==> src/rtl/noc_echo_pkg.sv <==
`default_nettype none
// ============================================================================
// Module      : noc_echo_pkg
// Description : Shared constants and the flit transform used by the NoC
//               echo endpoint.
// Revision    : 1.0 - initial release
// ============================================================================
package noc_echo_pkg;

  // Transform selectors for the MODE parameter
  localparam int MODE_ADD = 0;
  localparam int MODE_XOR = 1;

  // Widest flit the transform helper handles; callers zero-extend into this
  // width and truncate the result back to their own DATA_W. Modular add and
  // XOR both commute with truncation, so the low bits are exact.
  localparam int c_XFORM_MAX_W = 64;

  // Apply the per-node signature to one flit
  function automatic logic [c_XFORM_MAX_W-1:0] echo_transform(
    input logic [c_XFORM_MAX_W-1:0] data,
    input logic [c_XFORM_MAX_W-1:0] sig,
    input int                       mode
  );
    logic [c_XFORM_MAX_W-1:0] result;
    if (mode == MODE_XOR) begin
      result = data ^ sig;
    end else begin
      result = data + sig;
    end
    return result;
  endfunction

endpackage
`default_nettype wire

==> src/rtl/noc_echo_node_echo_fifo.sv <==
`default_nettype none
// ============================================================================
// Module      : echo_fifo
// Description : Small receive FIFO for the NoC echo endpoint. Pointers carry
//               one extra wrap bit; the head is presented combinationally.
//               A write while full is dropped unless a pop frees the slot in
//               the same cycle. A pop while empty is ignored.
// Revision    : 1.0 - initial release
// ============================================================================
module echo_fifo #(
  parameter int DATA_W = 16,
  parameter int DEPTH  = 4
) (
  input  logic              clk,
  input  logic              rst,
  input  logic              wr_en,
  input  logic [DATA_W-1:0] wr_data,
  input  logic              rd_en,
  output logic [DATA_W-1:0] rd_data,
  output logic              full,
  output logic              empty
);

  localparam int AW = $clog2(DEPTH);

  logic [AW:0]       r_wr_ptr;
  logic [AW:0]       r_rd_ptr;
  logic [DATA_W-1:0] r_mem [DEPTH];

  logic w_full;
  logic w_empty;
  logic w_wr_ok;
  logic w_rd_ok;

  // Elaboration-time guard on the depth parameter
  if (DEPTH < 2 || (DEPTH & (DEPTH - 1)) != 0) begin : g_bad_depth
    $error("echo_fifo: DEPTH must be a power of 2 and at least 2");
  end

  // Occupancy flags from the wrap-bit pointer comparison
  always_comb begin
    w_empty = (r_wr_ptr == r_rd_ptr);
    w_full  = (r_wr_ptr[AW] != r_rd_ptr[AW]) &&
              (r_wr_ptr[AW-1:0] == r_rd_ptr[AW-1:0]);
    w_rd_ok = rd_en && !w_empty;
    w_wr_ok = wr_en && (!w_full || w_rd_ok);
  end

  // Pointer advance; reset discards any buffered flits
  always_ff @(posedge clk) begin
    if (!rst) begin
      r_wr_ptr <= '0;
      r_rd_ptr <= '0;
    end else begin
      if (w_wr_ok) begin
        r_wr_ptr <= r_wr_ptr + (AW+1)'(1);
      end
      if (w_rd_ok) begin
        r_rd_ptr <= r_rd_ptr + (AW+1)'(1);
      end
    end
  end

  // Storage write; contents need no reset as the pointers gate visibility
  always_ff @(posedge clk) begin
    if (w_wr_ok) begin
      r_mem[r_wr_ptr[AW-1:0]] <= wr_data;
    end
  end

  assign rd_data = r_mem[r_rd_ptr[AW-1:0]];
  assign full    = w_full;
  assign empty   = w_empty;

endmodule
`default_nettype wire

==> src/rtl/noc_echo_node.sv <==
`default_nettype none
// ============================================================================
// Module      : noc_echo_node
// Description : NoC test endpoint. Buffers received flits, applies a per-node
//               signature (add or XOR) and echoes each one on the send channel
//               whenever a downstream credit is held. Returns one receive
//               credit upstream per echoed flit.
//               Optional build macro NOC_ECHO_STATS_EN adds o_echo_count, a
//               wrapping 16-bit count of flits sent.
// Revision    : 1.0 - initial release
// ============================================================================
module noc_echo_node
  import noc_echo_pkg::*;
#(
  parameter int                DATA_W    = 16,
  parameter logic [DATA_W-1:0] SIGNATURE = '0,
  parameter int                MODE      = MODE_ADD,
  parameter int                DEPTH     = 4,
  parameter int                CREDITS   = 4
) (
  input  logic              clk,
  input  logic              rst,
  input  logic [DATA_W-1:0] i_rdata,
  input  logic              i_rvalid,
  output logic              o_rcredit,
  output logic [DATA_W-1:0] o_sdata,
  output logic              o_svalid,
  input  logic              i_scredit,
  output logic              o_overflow
`ifdef NOC_ECHO_STATS_EN
  ,
  output logic [15:0]       o_echo_count
`endif
);

  localparam int              CNT_W     = $clog2(CREDITS + 1);
  localparam logic [CNT_W-1:0] c_CNT_MAX = CNT_W'(CREDITS);

  // Elaboration-time guards on the configuration
  if (DATA_W < 2 || DATA_W > c_XFORM_MAX_W) begin : g_bad_width
    $error("noc_echo_node: DATA_W out of range");
  end
  if (CREDITS < 1 || CREDITS > 255) begin : g_bad_credits
    $error("noc_echo_node: CREDITS must be 1..255");
  end
  if (MODE != MODE_ADD && MODE != MODE_XOR) begin : g_bad_mode
    $error("noc_echo_node: MODE must be 0 (add) or 1 (xor)");
  end

  logic [DATA_W-1:0] w_head;
  logic              w_full;
  logic              w_empty;
  logic              w_send;
  logic [DATA_W-1:0] w_xform;
  logic [CNT_W-1:0]  w_cnt_next;

  logic [CNT_W-1:0]  r_cnt;
  logic [DATA_W-1:0] r_sdata;
  logic              r_svalid;
  logic              r_rcredit;
  logic              r_overflow;

  echo_fifo #(
    .DATA_W (DATA_W),
    .DEPTH  (DEPTH)
  ) u_fifo (
    .clk     (clk),
    .rst     (rst),
    .wr_en   (i_rvalid),
    .wr_data (i_rdata),
    .rd_en   (w_send),
    .rd_data (w_head),
    .full    (w_full),
    .empty   (w_empty)
  );

  // Send decision and transformed head flit
  always_comb begin
    w_send  = !w_empty && (r_cnt != '0);
    w_xform = DATA_W'(echo_transform(c_XFORM_MAX_W'(w_head),
                                     c_XFORM_MAX_W'(SIGNATURE), MODE));
  end

  // Next credit count: +credit -send, saturating at the initial allowance
  always_comb begin
    w_cnt_next = r_cnt;
    if (i_scredit && !w_send) begin
      if (r_cnt != c_CNT_MAX) begin
        w_cnt_next = r_cnt + CNT_W'(1);
      end
    end else if (!i_scredit && w_send) begin
      w_cnt_next = r_cnt - CNT_W'(1);
    end
  end

  // Send credit counter
  always_ff @(posedge clk) begin
    if (!rst) begin
      r_cnt <= c_CNT_MAX;
    end else begin
      r_cnt <= w_cnt_next;
    end
  end

  // Registered send channel and receive-credit return
  always_ff @(posedge clk) begin
    if (!rst) begin
      r_sdata   <= '0;
      r_svalid  <= 1'b0;
      r_rcredit <= 1'b0;
    end else begin
      r_svalid  <= w_send;
      r_rcredit <= w_send;
      r_sdata   <= w_send ? w_xform : '0;
    end
  end

  // Sticky overflow: a flit arrived with no free slot and no pop to make one
  always_ff @(posedge clk) begin
    if (!rst) begin
      r_overflow <= 1'b0;
    end else if (i_rvalid && w_full && !w_send) begin
      r_overflow <= 1'b1;
    end
  end

`ifdef NOC_ECHO_STATS_EN
  logic [15:0] r_echo_count;

  // Wrapping count of flits sent
  always_ff @(posedge clk) begin
    if (!rst) begin
      r_echo_count <= '0;
    end else if (w_send) begin
      r_echo_count <= r_echo_count + 16'd1;
    end
  end

  assign o_echo_count = r_echo_count;
`endif

  assign o_sdata    = r_sdata;
  assign o_svalid   = r_svalid;
  assign o_rcredit  = r_rcredit;
  assign o_overflow = r_overflow;

endmodule
`default_nettype wire

==> config.mk <==
export PLATFORM = sky130hd
export DESIGN_NAME = noc_echo_node
export DESIGN_NICKNAME = d
export VERILOG_FILES = /design/src/rtl/noc_echo_pkg.sv /design/src/rtl/noc_echo_node_echo_fifo.sv /design/src/rtl/noc_echo_node.sv
export SDC_FILE = /design/constraint.sdc
export NUM_CORES = 1
export LEC_CHECK = 0
export CORE_MARGIN = 10
export CORE_UTILIZATION = 50
export CTS_BUF_LIST = sky130_fd_sc_hd__clkbuf_2
export CTS_CLUSTER_DIAMETER = 100
export DETAILED_ROUTE_END_ITERATION = 10
export PLACE_DENSITY = 0.77
export SYNTH_ARGS = -nofsm -noshare
export SYNTH_HDL_FRONTEND = slang
export SYNTH_SLANG_ARGS = --single-unit
==> constraint.sdc <==
create_clock -name clk -period 2.95 [get_ports clk]
set_clock_uncertainty 0.1 [all_clocks]
set_input_delay 0.295 -clock clk [delete_from_list [all_inputs] [get_ports clk]]
set_output_delay 0.295 -clock clk [all_outputs]
set_load 0.1 [all_outputs]
==> metrics.csv, run 1 <==
metric;value;unit
critical path's slowest cell;dfxtp_1;
Crit Path Max Fanout;9;
top_reg_cell synth;edfxtp_1;
DR WL/cell;17.4;um
final setup fails;0;
Final period util;80.0;%
hpwl dp;3940;um
setup ws final;0.591;ns
Post-CTS Setup Repair Bufs;0;
Root Buffer;clkbuf_2;
Worst Hold Launch;i_rdata[3];
Syn Nets;231;
post-synthesis register bit count;91;
Setup crit start kind;flip-flop;
CORE AREA;0.00679;mm^2
critical path type;flip-flop to flip-flop;
# DRC;0;
CTS tree;done;
Site Rows;30;
CP arrival;2.72;ns
setup slack at placement;0.624;ns
post-CTS resize count;0;
Area Growth Syn to Fin;16.4;%
number of global-route vias before repair;1974;
worst hold path class;primary input to flip-flop;
CTS Buffer Depth;2;
insertion delay to the later sink of the worst-skew pair;0.54;ns
vias per inst;5.30;
EDFF count, synth;64;
fraction of registers with async set/reset;0;%
post-synth top area share;54.8;%
clk sinks;91;
nets;273;
CTS H-tree depth;3;
post-layout min period;2.36;ns
hold endpoint;u_fifo.r_mem[3][3];
required time of the critical path;3.31;ns
reg2reg path depth;8;
Placer Congestion;0.736;
Hold Path Stages;1;
first-pass GRT wire length;9910;um
commonest cells in the netlist;edfxtp_1, dfxtp_1, and3_1, mux4_2, nand2_1;
Non-Filler Instances;348;
GRT overflow;0;
relative slew slack;63.6;%
post-synthesis cell count;205;
Synth Cell Area;0.00351;mm^2
Syn Area/Cell;17.1;um^2
outcome;finished, final reports clean;
r2r setup slk;0.59;ns
Clock transition at path regs;0.27;ns
Ports;39;
most common cell in the synthesized netlist;edfxtp_1;
Die Span Y;104;um
DRT Pass-1 Iters;4;
max_cap viols;0;
Final Slew Violations;0;
worst-path cell chain;xnor2_1 -> a31oi_2 -> nand2b_1 -> fa_1 -> inv_1 -> nand3_1 -> mux2_2 -> o221ai_1;
post-route ant nets;0;
reg2reg end;r_cnt[2];
CTS buffer count;9;
Ys Warns;0;
DR top layer;met4;
hold bufs inserted after CTS;0;
drt total wl;6070;um
cell taking the most area after synthesis;edfxtp_1;
leakage;1.49;nW
I/O Buffers;38;
TNS Setup;0;ns
WL met1;2580;um
FMAX;0.424;GHz
Crit. End Element;flip-flop;
CP delay by family, top;flip-flops;
DR WL met2;3170;um
Die ar.;0.0108;mm^2
worst-margin pin slew;0.544;ns
CP Buf/Inv Count;1;
largest net degree at the start of global routing;21;
VDD IR max;480;uV
library cells used by synthesis;40;
die width;104;um
RSZ-0062 raised after global routing;no;
met3 WL;251;um
routed vias;1846;
drt initial violations;74;
pwr/cell area;959;mW/mm^2
sequential area share after synthesis;70.2;%
Area contributors post-synth;edfxtp_1, dfxtp_1, mux4_2;
global router's overall resource usage;11.5;%
initial antenna violation count;0;
placed cell count;332;
starting density of the core;51.6;%
final hold vios;0;
reg2reg start;u_fifo.r_rd_ptr[1];
ANT cells;0;
CP peak stage delay;0.63;ns
share of layout cells above drive strength 1;26.6;%
layout by cell type (no fill, tap or decap), types with 2 or more instances in the layout:
master / instances
o21ai_0: 3
nand2b_1: 2
mux2i_1: 4
xor2_1: 4
edfxtp_1: 64
clkbuf_2: 9
and2_2: 3
ha_1: 5
buf_4: 23
nor2_1: 4
clkinv_4: 2
mux4_2: 16
and3_1: 16
nand3_1: 3
inv_8: 2
xnor2_1: 3
dfxtp_1: 27
nor2b_1: 3
inv_1: 5
nand2_1: 7
a31oi_1: 2
clkdlybuf4s50_1: 19
a21oi_1: 3
and2_1: 2
routing by layer:
metal / vias to the layer above / track usage, %
li1: 868 / -
met1: 931 / 12.7
met2: 38 / 20.2
met3: 9 / 4.40
met4: 0 / 3.18
met5: - / 0
sequential cells by signal, indices dropped and copies added (netlist names):
name,cells
u_fifo.r_mem,64
o_sdata,16
r_cnt,3
u_fifo.r_rd_ptr,3
u_fifo.r_wr_ptr,3
o_overflow,1
o_rcredit,1
cells by family (layout without fill, tap and decap cells):
logic type,count (synthesis),after routing,synth area share (%)
AO/OA/AOI/OAI,16,16,3.50
XOR/XNOR,8,8,2.21
adder cells (fa/ha/maj),6,6,2.35
buffers and inverters,16,63,2.10
flip-flops,91,91,70.2
multiplexers,21,21,11.7
AND/OR/NAND/NOR,47,47,7.88
worst max path at each step:
| stage | from | end | slack, ns | cells after the start |
|---|---|---|---|---|
| 4_1_cts | u_fifo.r_rd_ptr[1] | r_cnt[2] | 0.58 | 8 |
| 3_3_place_gp | u_fifo.r_rd_ptr[1] | r_cnt[2] | 0.73 | 8 |
| 3_5_place_dp | u_fifo.r_rd_ptr[1] | r_cnt[2] | 0.62 | 8 |
| 6_report | u_fifo.r_rd_ptr[1] | r_cnt[2] | 0.59 | 8 |
| 2_1_floorplan | u_fifo.r_rd_ptr[0] | r_cnt[2] | 0.68 | 10 |
| 5_1_grt | u_fifo.r_rd_ptr[1] | r_cnt[2] | 0.38 | 8 |
cell type report:
cell class              instances  area [um^2]
flip-flops and latches         91         2460
inverters                       5         18.8
multi-input cells              98          977
clock buffers                   9         45.0
repair buffers                 42          363
fillers                       525         2710
well taps                      96          120
clock inverters                 7         95.1
per-stage QoR:
step,hold WS [ns],power (W),utilization (%),area (um^2)
after global routing,0.180,0.00411,60.1,4080
after CTS,0.213,0.00396,60.1,4080
after global placement,0.378,0.00326,58.0,3940
after detailed placement,0.393,0.00329,58.0,3940
after floorplan,0.294,0.00294,-,3510
final,0.252,0.00391,60.1,4080
where the power goes:
group	internal, W	switching [W]
registers	0.00153	0.0000990
logic	0.000527	0.00108
clock network	0.000223	0.000450
total	0.00228	0.00163
Power figures use the tool's default switching activity.
==> run 2, diff against run 1 <==
- clock period: 2.95 -> 2.3 ns (I/O delays scaled with it)
==> metrics.csv, run 2 (synthesized netlist as in run 1, its figures left out) <==
metric;value;unit;change
Die ar.;0.0108;mm^2;unchanged
pwr/cell area;1230;mW/mm^2;+29%
post-route ant nets;0;;unchanged
largest net degree at the start of global routing;27;;+29%
insertion delay to the later sink of the worst-skew pair;0.52;ns;-0.02 ns
# DRC;0;;unchanged
worst-path cell chain;xnor2_2 -> a31oi_2 -> nand2b_1 -> fa_1 -> inv_1 -> nand3_1 -> mux2_2 -> o221ai_1;;
required time of the critical path;2.64;ns;-0.67 ns
clk sinks;91;;unchanged
starting density of the core;51.6;%;unchanged
VDD IR max;698;uV;+45%
CP delay by family, top;flip-flops;;
Non-Filler Instances;351;;+0.86%
Crit. End Element;flip-flop;;
outcome;finished, final reports clean;;
Ports;39;;unchanged
share of layout cells above drive strength 1;27.8;%;+1.3 points
CP peak stage delay;0.54;ns;-0.09 ns
DR WL/cell;17.6;um;+0.76%
commonest non-fill, non-tap cell in the layout;edfxtp_1;;
Placer Congestion;0.759;;+3.2%
CORE AREA;0.00679;mm^2;unchanged
critical path's slowest cell;dfxtp_1;;
die width;104;um;unchanged
initial antenna violation count;0;;unchanged
vias per inst;5.33;;+0.54%
Die Span Y;104;um;unchanged
routed vias;1872;;+1.4%
switching part of the total;40.3;%;-1.4 points
Area Growth Syn to Fin;17.2;%;
max_cap viols;0;;unchanged
placed cell count;335;;+0.90%
GRT overflow;0;;unchanged
relative slew slack;69.3;%;+5.7 points
CTS tree;done;;
number of global-route vias before repair;1947;;-1.4%
worst hold path class;primary input to flip-flop;;
CTS buffer count;9;;unchanged
drt initial violations;94;;+27%
final hold vios;0;;unchanged
Clk network pwr share;17.5;%;+0.3 points
final setup fails;0;;unchanged
drt total wl;6170;um;+1.6%
P_int;0.00303;W;+33%
setup slack at placement;0.181;ns;-0.442 ns
CP arrival;2.48;ns;-0.24 ns
leakage;1.50;nW;+1.1%
Clock transition at path regs;0.24;ns;-0.03 ns
Root Buffer;clkbuf_2;;
commonest cells after routing, fill and taps aside;edfxtp_1, dfxtp_1, buf_4;;
critical path type;flip-flop to flip-flop;;
DRT Pass-1 Iters;4;;unchanged
Final Slew Violations;0;;unchanged
Reg power frac;40.9;%;-0.7 points
TNS Setup;0;ns;unchanged
Setup crit start kind;flip-flop;;
CTS H-tree depth;3;;unchanged
CP Buf/Inv Count;1;;unchanged
number of flip-flops under the largest register name;64;;unchanged
global router's overall resource usage;11.8;%;+0.24 points
hpwl dp;3910;um;-0.88%
first-pass GRT wire length;10000;um;+1.4%
Logic pwr share;41.6;%;+0.4 points
I/O Buffers;38;;unchanged
Crit Path Max Fanout;6;;-3
post-layout min period;2.15;ns;-0.213 ns
RSZ-0062 raised after global routing;no;;
worst-margin pin slew;0.460;ns;-0.0845 ns
Site Rows;30;;unchanged
setup ws final;0.155;ns;-0.437 ns
ANT cells;0;;unchanged
FMAX;0.466;GHz;+10%
Sw Pwr;0.00204;W;+25%
nets;276;;+1.1%
Final period util;93.3;%;+13 points
CTS Buffer Depth;2;;unchanged
==> run 2: cell types whose count changed in the layout (fill, tap and decap cells not counted), sizes merged <==
| cell | before | now |
|---|---|---|
| buf | 23 | 26 |
| inv | 8 | 6 |
| bufinv | 1 | 2 |
| clkbuf | 9 | 10 |
| clkinv | 3 | 2 |
| clkinvlp | 0 | 1 |
==> run 2: stage by stage <==
step | area [um^2] | hold slack (ns) | util, % | power [W]
2_1_floorplan | 3510 | 0.229 | - | 0.00377
3_3_place_gp | 3960 | 0.378 | 58.3 | 0.00420
3_5_place_dp | 3960 | 0.389 | 58.3 | 0.00423
4_1_cts | 4100 | 0.177 | 60.4 | 0.00512
5_1_grt | 4110 | 0.152 | 60.5 | 0.00532
6_report | 4110 | 0.208 | 60.5 | 0.00507
==> run 2: final timing paths <==
kind	slack [ns]	endpoint	cells past startpoint	startpoint
max	0.15	r_cnt[2]	8	u_fifo.r_wr_ptr[1]
min	0.21	u_fifo.r_mem[3][11]	1	i_rdata[11]
min reg2reg	0.43	u_fifo.r_rd_ptr[2]	2	u_fifo.r_rd_ptr[2]
max reg2reg	0.15	r_cnt[2]	8	u_fifo.r_wr_ptr[1]
==> run 2: final cells by class <==
cell class	instances	area (um^2)
fillers	525	2680
flip-flops and latches	91	2460
multi-input cells	98	985
repair buffers	45	385
well taps	96	120
clock inverters	6	90.1
clock buffers	10	50.0
inverters	5	18.8
==> run 2: power groups by stage <==
stage               registers [W]  clock network, W  logic (W)
floorplan                 0.00284                 0   0.000922
global placement          0.00210                 0    0.00210
detailed placement        0.00211                 0    0.00212
CTS                       0.00207          0.000912    0.00213
global route              0.00210          0.000972    0.00225
finish                    0.00208          0.000887    0.00211
==> run 2: what timing repair did <==
item | in CTS | in global routing
setup buffers | 0 | 0
setup endpoints to repair | 0 | 1
resized for setup | 0 | 1
hold buffers | 0 | 0
==> run 2: routing by layer <==
metal  share of wire (%)  vias up  track usage, %
met4                 1.7        0            5.47
met2                  51       49            19.0
li1                    -      875               -
met3                 4.9       12            3.72
met5                   0        -               0
met1                  42      936            14.0
==> run 3, diff against run 2 <==
- CTS_BUF_LIST: sky130_fd_sc_hd__clkbuf_2 -> not set
==> metrics.csv, run 3 (synthesized netlist as in run 1, its figures left out) <==
metric;value;unit;change
critical path's slowest cell;fa_1;;
max_cap viols;0;;unchanged
nets;276;;unchanged
number of flip-flops under the largest register name;64;;unchanged
final setup fails;0;;unchanged
post-layout min period;2.15;ns;+0.00734 ns
post-CTS resize count;0;;unchanged
GRT overflow;0;;unchanged
Die Span Y;104;um;unchanged
DRT Pass-1 Iters;4;;unchanged
commonest cells after routing, fill and taps aside;edfxtp_1, dfxtp_1, buf_4;;
CP arrival;2.32;ns;-0.16 ns
number of stages on the worst setup path;8;;unchanged
I/O Buffers;38;;unchanged
Fin Hold WS;0.403;ns;+0.196 ns
Final period util;93.6;%;+0.32 points
r2r setup slk;0.15;ns;about the same
CTS tree;done;;
Site Rows;30;;unchanged
share of layout cells above drive strength 1;27.1;%;-0.78 points
DR WL/cell;17.5;um;-0.26%
Final Slew Violations;0;;unchanged
drt initial violations;78;;-17%
Final Core Density;61.5;%;+1.0 points
setup ws final;0.147;ns;-0.00734 ns
first-pass GRT wire length;10100;um;about the same
Die ar.;0.0108;mm^2;unchanged
worst-margin pin slew;0.455;ns;-0.00544 ns
ANT cells;0;;unchanged
CTS buffer count;9;;unchanged
Crit. End Element;flip-flop;;
reg2reg start;u_fifo.r_wr_ptr[1];;
CTS H-tree depth;3;;unchanged
RSZ-0062 raised after global routing;no;;
reg2reg path depth;8;;unchanged
relative slew slack;69.7;%;+0.36 points
worst hold path class;primary input to flip-flop;;
clk sinks;91;;unchanged
Root Buffer;clkbuf_8;;
leakage;1.52;nW;+1.5%
required time of the critical path;2.46;ns;-0.18 ns
Setup crit start kind;flip-flop;;
vias per inst;5.32;;-0.32%
hpwl dp;3910;um;unchanged
Hold Path Stages;1;;unchanged
TNS Setup;0;ns;unchanged
number of global-route vias before repair;1953;;+0.31%
launch point of the critical path;u_fifo.r_wr_ptr[1];;
# DRC;0;;unchanged
critical path type;flip-flop to flip-flop;;
Ports;39;;unchanged
largest net degree at the start of global routing;27;;unchanged
Area Growth Syn to Fin;19.2;%;
initial antenna violation count;0;;unchanged
worst-path cell chain;xnor2_1 -> a31oi_2 -> nand2b_1 -> fa_1 -> inv_1 -> nand3_1 -> mux2_2 -> o221ai_1;;
Crit Path Max Fanout;6;;unchanged
setup slack at placement;0.181;ns;unchanged
pwr/cell area;1270;mW/mm^2;+3.4%
FMAX;0.465;GHz;-0.34%
CP peak stage delay;0.41;ns;-0.13 ns
global router's overall resource usage;11.6;%;-0.13 points
routed vias;1866;;-0.32%
hold bufs inserted after CTS;0;;unchanged
total power;0.00533;W;+5.2%
Post-CTS Setup Repair Bufs;0;;unchanged
Clock transition at path regs;0.09;ns;-0.15 ns
commonest non-fill, non-tap cell in the layout;edfxtp_1;;
outcome;finished, final reports clean;;
Worst Hold Launch;i_rdata[11];;
starting density of the core;51.6;%;unchanged
CP delay by family, top;adder cells;;
CTS Buffer Depth;2;;unchanged
final hold vios;0;;unchanged
VDD IR max;601;uV;-14%
die width;104;um;unchanged
CORE AREA;0.00679;mm^2;unchanged
Placer Congestion;0.759;;unchanged
CP Buf/Inv Count;1;;unchanged
insertion delay to the later sink of the worst-skew pair;0.35;ns;-0.17 ns
drt total wl;6150;um;-0.26%
post-route ant nets;0;;unchanged
-- run 3: layout make-up --
cell class	count	area, um^2
Clock buffer	10	128
Tap cell	96	120
Multi-Input combinational cell	98	977
Inverter	5	18.8
Timing Repair Buffer	45	385
Clock inverter	6	90.1
Fill cell	516	2610
Sequential cell	91	2460
-- run 3: worst paths after layout --
check / endpoint
setup / recovery: r_cnt[2]
hold / removal: u_fifo.r_mem[1][11]
setup reg to reg: r_cnt[2]
hold reg to reg: o_overflow
-- run 3: worst reg2reg max path, delay by kind of cell (launching register included) --
| family | cells | cell delay, ns |
|---|---|---|
| buffers and inverters | 1 | 0.08 |
| muxes | 1 | 0.26 |
| xor gates and xnor gates | 1 | 0.31 |
| AOI/OAI and AO/OA | 2 | 0.30 |
| adders and majority gates | 1 | 0.41 |
| DFF | 1 | 0.38 |
| and+or+nand+nor | 2 | 0.24 |
-- run 3: power breakdown --
| group | switching, W | leakage [nW] | internal [W] | total [W] |
|---|---|---|---|---|
| sequential | 0.000109 | 0.809 | 0.00196 | 0.00207 |
| clock | 0.000539 | 0.107 | 0.000616 | 0.00116 |
| combinational | 0.00141 | 0.608 | 0.000689 | 0.00210 |
-- run 3: metal layers --
metal,up-vias,routed length (um),GRT usage [%]
met5,-,0,0
met4,0,103,4.87
met3,12,284,3.16
met2,46,3120,19.2
met1,935,2650,14.0
li1,873,-,-
-- run 3: per-stage QoR --
stage / instance area (um^2) / instances
2_1_floorplan: 3510 / 205
3_3_place_gp: 3960 / 335
3_5_place_dp: 3960 / 335
4_1_cts: 4180 / 351
5_1_grt: 4180 / 351
6_report: 4180 / 351
==> RTL change 1 (config.mk and constraints of run 2) <==
`DATA_W` is set to 16 in 2 places; all go to 24.
--- a/src/rtl/noc_echo_node_echo_fifo.sv
+++ b/src/rtl/noc_echo_node_echo_fifo.sv
@@ -8,7 +8,7 @@
 // Revision    : 1.0 - initial release
 // ============================================================================
 module echo_fifo #(
-  parameter int DATA_W = 16,
+  parameter int DATA_W = 24,
   parameter int DEPTH  = 4
 ) (
   input  logic              clk,
--- a/src/rtl/noc_echo_node.sv
+++ b/src/rtl/noc_echo_node.sv
@@ -12,7 +12,7 @@
 module noc_echo_node
   import noc_echo_pkg::*;
 #(
-  parameter int                DATA_W    = 16,
+  parameter int                DATA_W    = 24,
   parameter logic [DATA_W-1:0] SIGNATURE = '0,
   parameter int                MODE      = MODE_ADD,
   parameter int                DEPTH     = 4,
Interface: changed (resized i_rdata and o_sdata); port bits go from 39 to 55. The function was not compared with the original's and may differ.
==> RTL change 1 against run 2 <==
Synthesized area grew 39%; sequential cell count grew 40; routed wire length grew 41%; cell area grew 42%; final cell count grew 36%; total power grew 46%; worst setup slack gained 15 ps; fmax grew 0.69%.
==> RTL change 1: results (changes against run 2) <==
outcome:
  status: "completed"  # unchanged
global_routing:
  antenna_found_initial: 1  # was 0
  met1_usage: 0.152  # was 0.140
  grt_usage: 0.129  # was 0.118
  gr-usage-met2: 0.214  # was 0.190
  use_met3: 0.0462  # was 0.0372
  grt_max_degree: 40  # was 27
  grt_pass1_vias: 2728  # was 1947
  grt_pass1_wl_mm: 14.1  # was 10.0 mm
finish:
  clock_area_frac: 0.0478  # was 0.0341
  nFillCells: 738  # was 525
  antennaDiodeCount: 1  # was 0
  fin_area_mm2: 0.00584  # was 0.00411 mm^2
  multi_input_gates: 114  # was 98
  clockBufferCount: 19  # was 10
  multi_input_area_mm2: 0.00123  # was 985 um^2
  layout.nonclk_buf_frac: 0.0968  # was 0.0937
  nNonClkBuffers: 66  # was 45
  register_area_mm2: 0.00358  # was 0.00246 mm^2
  drive_gt1_frac: 0.307  # was 0.278
  fin_nets: 369  # was 276
  largest_register_ffs: 96  # was 64
drt:
  wl_met3_um: 383  # was 303 um
  dr.first_iter.drc_count: 126  # was 94
  wl_met2_mm: 4.41  # was 3.15 mm
  wl_met1_mm: 3.78  # was 2.60 mm
  drt-total-wl_mm: 8.68  # was 6.17 mm
  via_count: 2510  # was 1872
pwr:
  peakVddDrop_mv: 0.735  # was 0.698 mV
  internal-power_mw: 4.49  # was 3.03 mW
  p_leak_nw: 2.14  # was 1.50 nW
synth:
  synth_fa_ha_area_frac: 0.0169  # was 0.0235
  synth_fp_nets: 299  # was 231
  synth_edf_count: 96  # was 64
  muxShareOfSynthArea: 0.121  # was 0.117
  synth.area.top_cells: "edfxtp_1 (59%), dfxtp_1 (14%), mux4_2 (11%)"  # was edfxtp_1 (55%), dfxtp_1 (15%), mux4_2 (10%)
  ys_seq_area_frac: 0.735  # was 0.702
  synth_compound_area_frac: 0.0252  # was 0.0350
sta:
  whs_ps: 104  # was 208 ps
  worst_pin_slew_ps: 668  # was 460 ps
  worst_slack_ps: 169  # was 155 ps
min_path:
  hold_start: "i_rdata[18]"  # was i_rdata[11]
  whs_path_depth: 1  # unchanged
  hold_path_end: "u_fifo.r_mem[1][18]"  # was u_fifo.r_mem[3][11]
clock_tree:
  cts.clk_slew.worst_paths_ps: 190  # was 240 ps
  cts.htree.levels: 4  # was 3
  clock_latency_ps: 640  # was 520 ps
  clkSinkCount: 131  # was 91
critical_path:
  cp.arrival_ps: 2600  # was 2480 ps
  slowest_delay_ps: 410  # was 540 ps
  r2r_start: "r_cnt[2]"  # was u_fifo.r_wr_ptr[1]
placement:
  hpwlAfterDp_mm: 5.39  # was 3.91 mm
  place_worst_setup_slack_ps: 155  # was 181 ps
  post_dp_cell_area_mm2: 0.00554  # was 0.00396 mm^2
  numPortBuffers: 54  # was 38
==> RTL change 1: changes by cell type after synthesis <==
cell	run 2	this run
edfxtp_1	64	96
and3_1	16	24
dfxtp_1	27	35
mux4_2	16	24
clkbuf_1	5	8
buf_2	2	4
buf_1	1	0
buf_4	3	2
clkbuf_2	0	1
==> RTL change 1: power by group through the flow <==
stage	Combinational, mW	Sequential [mW]	Clock [mW]
after floorplan	1.15	4.09	0
after global placement	2.88	3.00	0
after detailed placement	2.91	3.01	0
after CTS	2.92	2.96	1.57
after global routing	3.08	3.00	1.69
final	2.90	2.96	1.53
==> RTL change 1: logic make-up after synthesis <==
kind of cell               count (synthesis)
muxes                                     29
buffers and inverters                     20
DFF                                      131
adders and majority gates                  6
AOI/OAI and AO/OA                         16
and+or+nand+nor                           55
xor gates and xnor gates                   8
==> RTL change 1: stage by stage <==
step / instances / utilization
after floorplan: 265 / -
after global placement: 444 / 0.591
after detailed placement: 444 / 0.591
after CTS: 476 / 0.621
after global routing: 478 / 0.623
final: 478 / 0.623
==> RTL change 2 (config.mk and constraints of run 2) <==
Without the edit above. `r_sdata` no longer has a reset.
--- a/src/rtl/noc_echo_node.sv
+++ b/src/rtl/noc_echo_node.sv
@@ -105,14 +105,16 @@
   // Registered send channel and receive-credit return
   always_ff @(posedge clk) begin
     if (!rst) begin
-      r_sdata   <= '0;
       r_svalid  <= 1'b0;
       r_rcredit <= 1'b0;
     end else begin
       r_svalid  <= w_send;
       r_rcredit <= w_send;
-      r_sdata   <= w_send ? w_xform : '0;
     end
+  end
+
+  always_ff @(posedge clk) begin
+    r_sdata <= w_send ? w_xform : '0;
   end
 
   // Sticky overflow: a flit arrived with no free slot and no pop to make one
Behaviour: differs if rst is asserted again (counterexample within 4 cycles, from zero or initial values and one cycle with rst low); with rst held inactive, the same outputs for 10 cycles.
==> RTL change 2 against run 2 <==
Sequential cell count stayed put; synthesized area is 0.18% lower; fmax is 4.2% lower; cell area is 1.3% higher; routed wire length is 3.0% lower; final cell count is 1.7% higher; largest power group unchanged; combinational power is 14% higher; sequential share of layout area is 0.46 points lower; total power is 3.5% higher; worst setup slack worse by 95 ps.
==> RTL change 2: results (changes against run 2) <==
clock_tree:
  clock_latency_ps: 520  # about the same
  cts-root-buf: "clkbuf_2"  # unchanged
  clk_path_buf_depth: 2  # unchanged
  cts.clk_slew.worst_paths_ps: 240  # about the same
pwr:
  peakVddDrop_mv: 1.02  # was 0.698 mV
  p_leak_nw: 1.48  # was 1.50 nW
  netSwitchingPower_mw: 2.20  # was 2.04 mW
outcome:
  status: "completed"  # unchanged
drt:
  drt-total-wl_mm: 5.98  # was 6.17 mm
  first_pass_iters: 4  # unchanged
  vias_per_cell: 5.13  # was 5.33
  dr.first_iter.drc_count: 94  # unchanged
global_routing:
  grt_pass1_wl_mm: 9.91  # was 10.0 mm
  antenna_found_initial: 0  # unchanged
  grt_usage: 0.117  # was 0.118
  grt_max_degree: 22  # was 27
  grt_pass1_vias: 1957  # was 1947
  globalRouteOverflowTotal: 0  # unchanged
finish:
  antennaDiodeCount: 0  # unchanged
  drive_gt1_frac: 0.299  # was 0.278
  largest_register_ffs: 64  # unchanged
  fin_nets: 282  # was 276
placement:
  place_worst_setup_slack_ps: 44.2  # was 181 ps
  hpwlAfterDp_mm: 3.96  # was 3.91 mm
  place.gp.congestion: 0.778  # was 0.759
synth:
  synth_edf_count: 64  # unchanged
  synthTopCellsByCount: "edfxtp_1 (64), dfxtp_1 (27), nor2b_1 (16)"  # was edfxtp_1 (64), dfxtp_1 (27), and3_1 (16), mux4_2 (16), nand2_1 (7)
  ys_seq_area_frac: 0.703  # was 0.702
  synth_cell_types: 39  # was 40
  ys.flop_type: "edfxtp_1"  # unchanged
  async_reset_ff_frac: 0  # unchanged
  synth.area.top_cells: "edfxtp_1 (55%), dfxtp_1 (15%), mux4_2 (8.4%)"  # was edfxtp_1 (55%), dfxtp_1 (15%), mux4_2 (10%)
  synth_fp_nets: 227  # was 231
critical_path:
  crit_family: "simple AND/OR/NAND/NOR gates"  # was flip-flops
  crit_fanout: 4  # was 6
  slowest_stage: "dfxtp_4"  # was dfxtp_1
  slowest_delay_ps: 410  # was 540 ps
min_path:
  min_path_type: "in -> reg"  # unchanged
sta:
  slew_headroom: 0.733  # was 0.693
RTL change 2: changes by cell type after synthesis, sizes merged, moves of 3 or more:
cell,before,now
nor2b,3,16
and3,16,0
nand2,7,4
or3,1,4
nor2,4,11
RTL change 2: cells by family after synthesis:
family | share of synthesized area
AOI/OAI and AO/OA | 0.0314
xor gates and xnor gates | 0.0250
adders and majority gates | 0.0236
buffers and inverters | 0.0193
DFF | 0.703
muxes | 0.119
and+or+nand+nor | 0.0783
RTL change 2: metal layers:
metal,vias to the layer above,wire length [um],GRT usage
met5,-,0,0
met4,0,87,0.0467
met3,12,304,0.0440
met2,47,2980,0.186
met1,906,2610,0.140
li1,867,-,-
RTL change 2: power by group through the flow:
stage               Clock, mW  Combinational, mW  Sequential [mW]
floorplan                   0               1.09             2.94
global placement            0               2.40             2.10
detailed placement          0               2.42             2.11
CTS                     0.794               2.42             2.07
global route            0.876               2.56             2.10
finish                  0.766               2.41             2.07
RTL change 2: per-stage QoR:
stage	hold slack, ps	instance area [um^2]	util	instances
2_1_floorplan	229	3540	-	201
3_3_place_gp	354	4030	0.593	340
3_5_place_dp	365	4030	0.593	340
4_1_cts	170	4150	0.610	356
5_1_grt	136	4170	0.613	357
6_report	204	4170	0.613	357
RTL change 2: cell type report:
| cell class | instances | area (um^2) |
|---|---|---|
| Clock buffer | 10 | 50.0 |
| Sequential cell | 91 | 2480 |
| Clock inverter | 6 | 63.8 |
| Inverter | 4 | 15.0 |
| Multi-Input combinational cell | 97 | 996 |
| Timing Repair Buffer | 53 | 445 |
| Fill cell | 529 | 2630 |
| Tap cell | 96 | 120 |
RTL change 2: worst paths after layout:
kind                                         start                   to  slack (ps)  cells after the start
worst max register to register  u_fifo.r_rd_ptr[1]             r_cnt[2]          60                      7
worst min-delay path                   i_rdata[13]  u_fifo.r_mem[0][13]         200                      1
worst min register to register          o_overflow           o_overflow         400                      2
worst max-delay path            u_fifo.r_rd_ptr[1]             r_cnt[2]          60                      7
RTL change 2: repair_timing:
item                       in CTS  in global routing
buffers inserted                0                  1
gates resized for setup         0                  8
hold buffers                    0                  0
setup endpoints to repair       0                  1
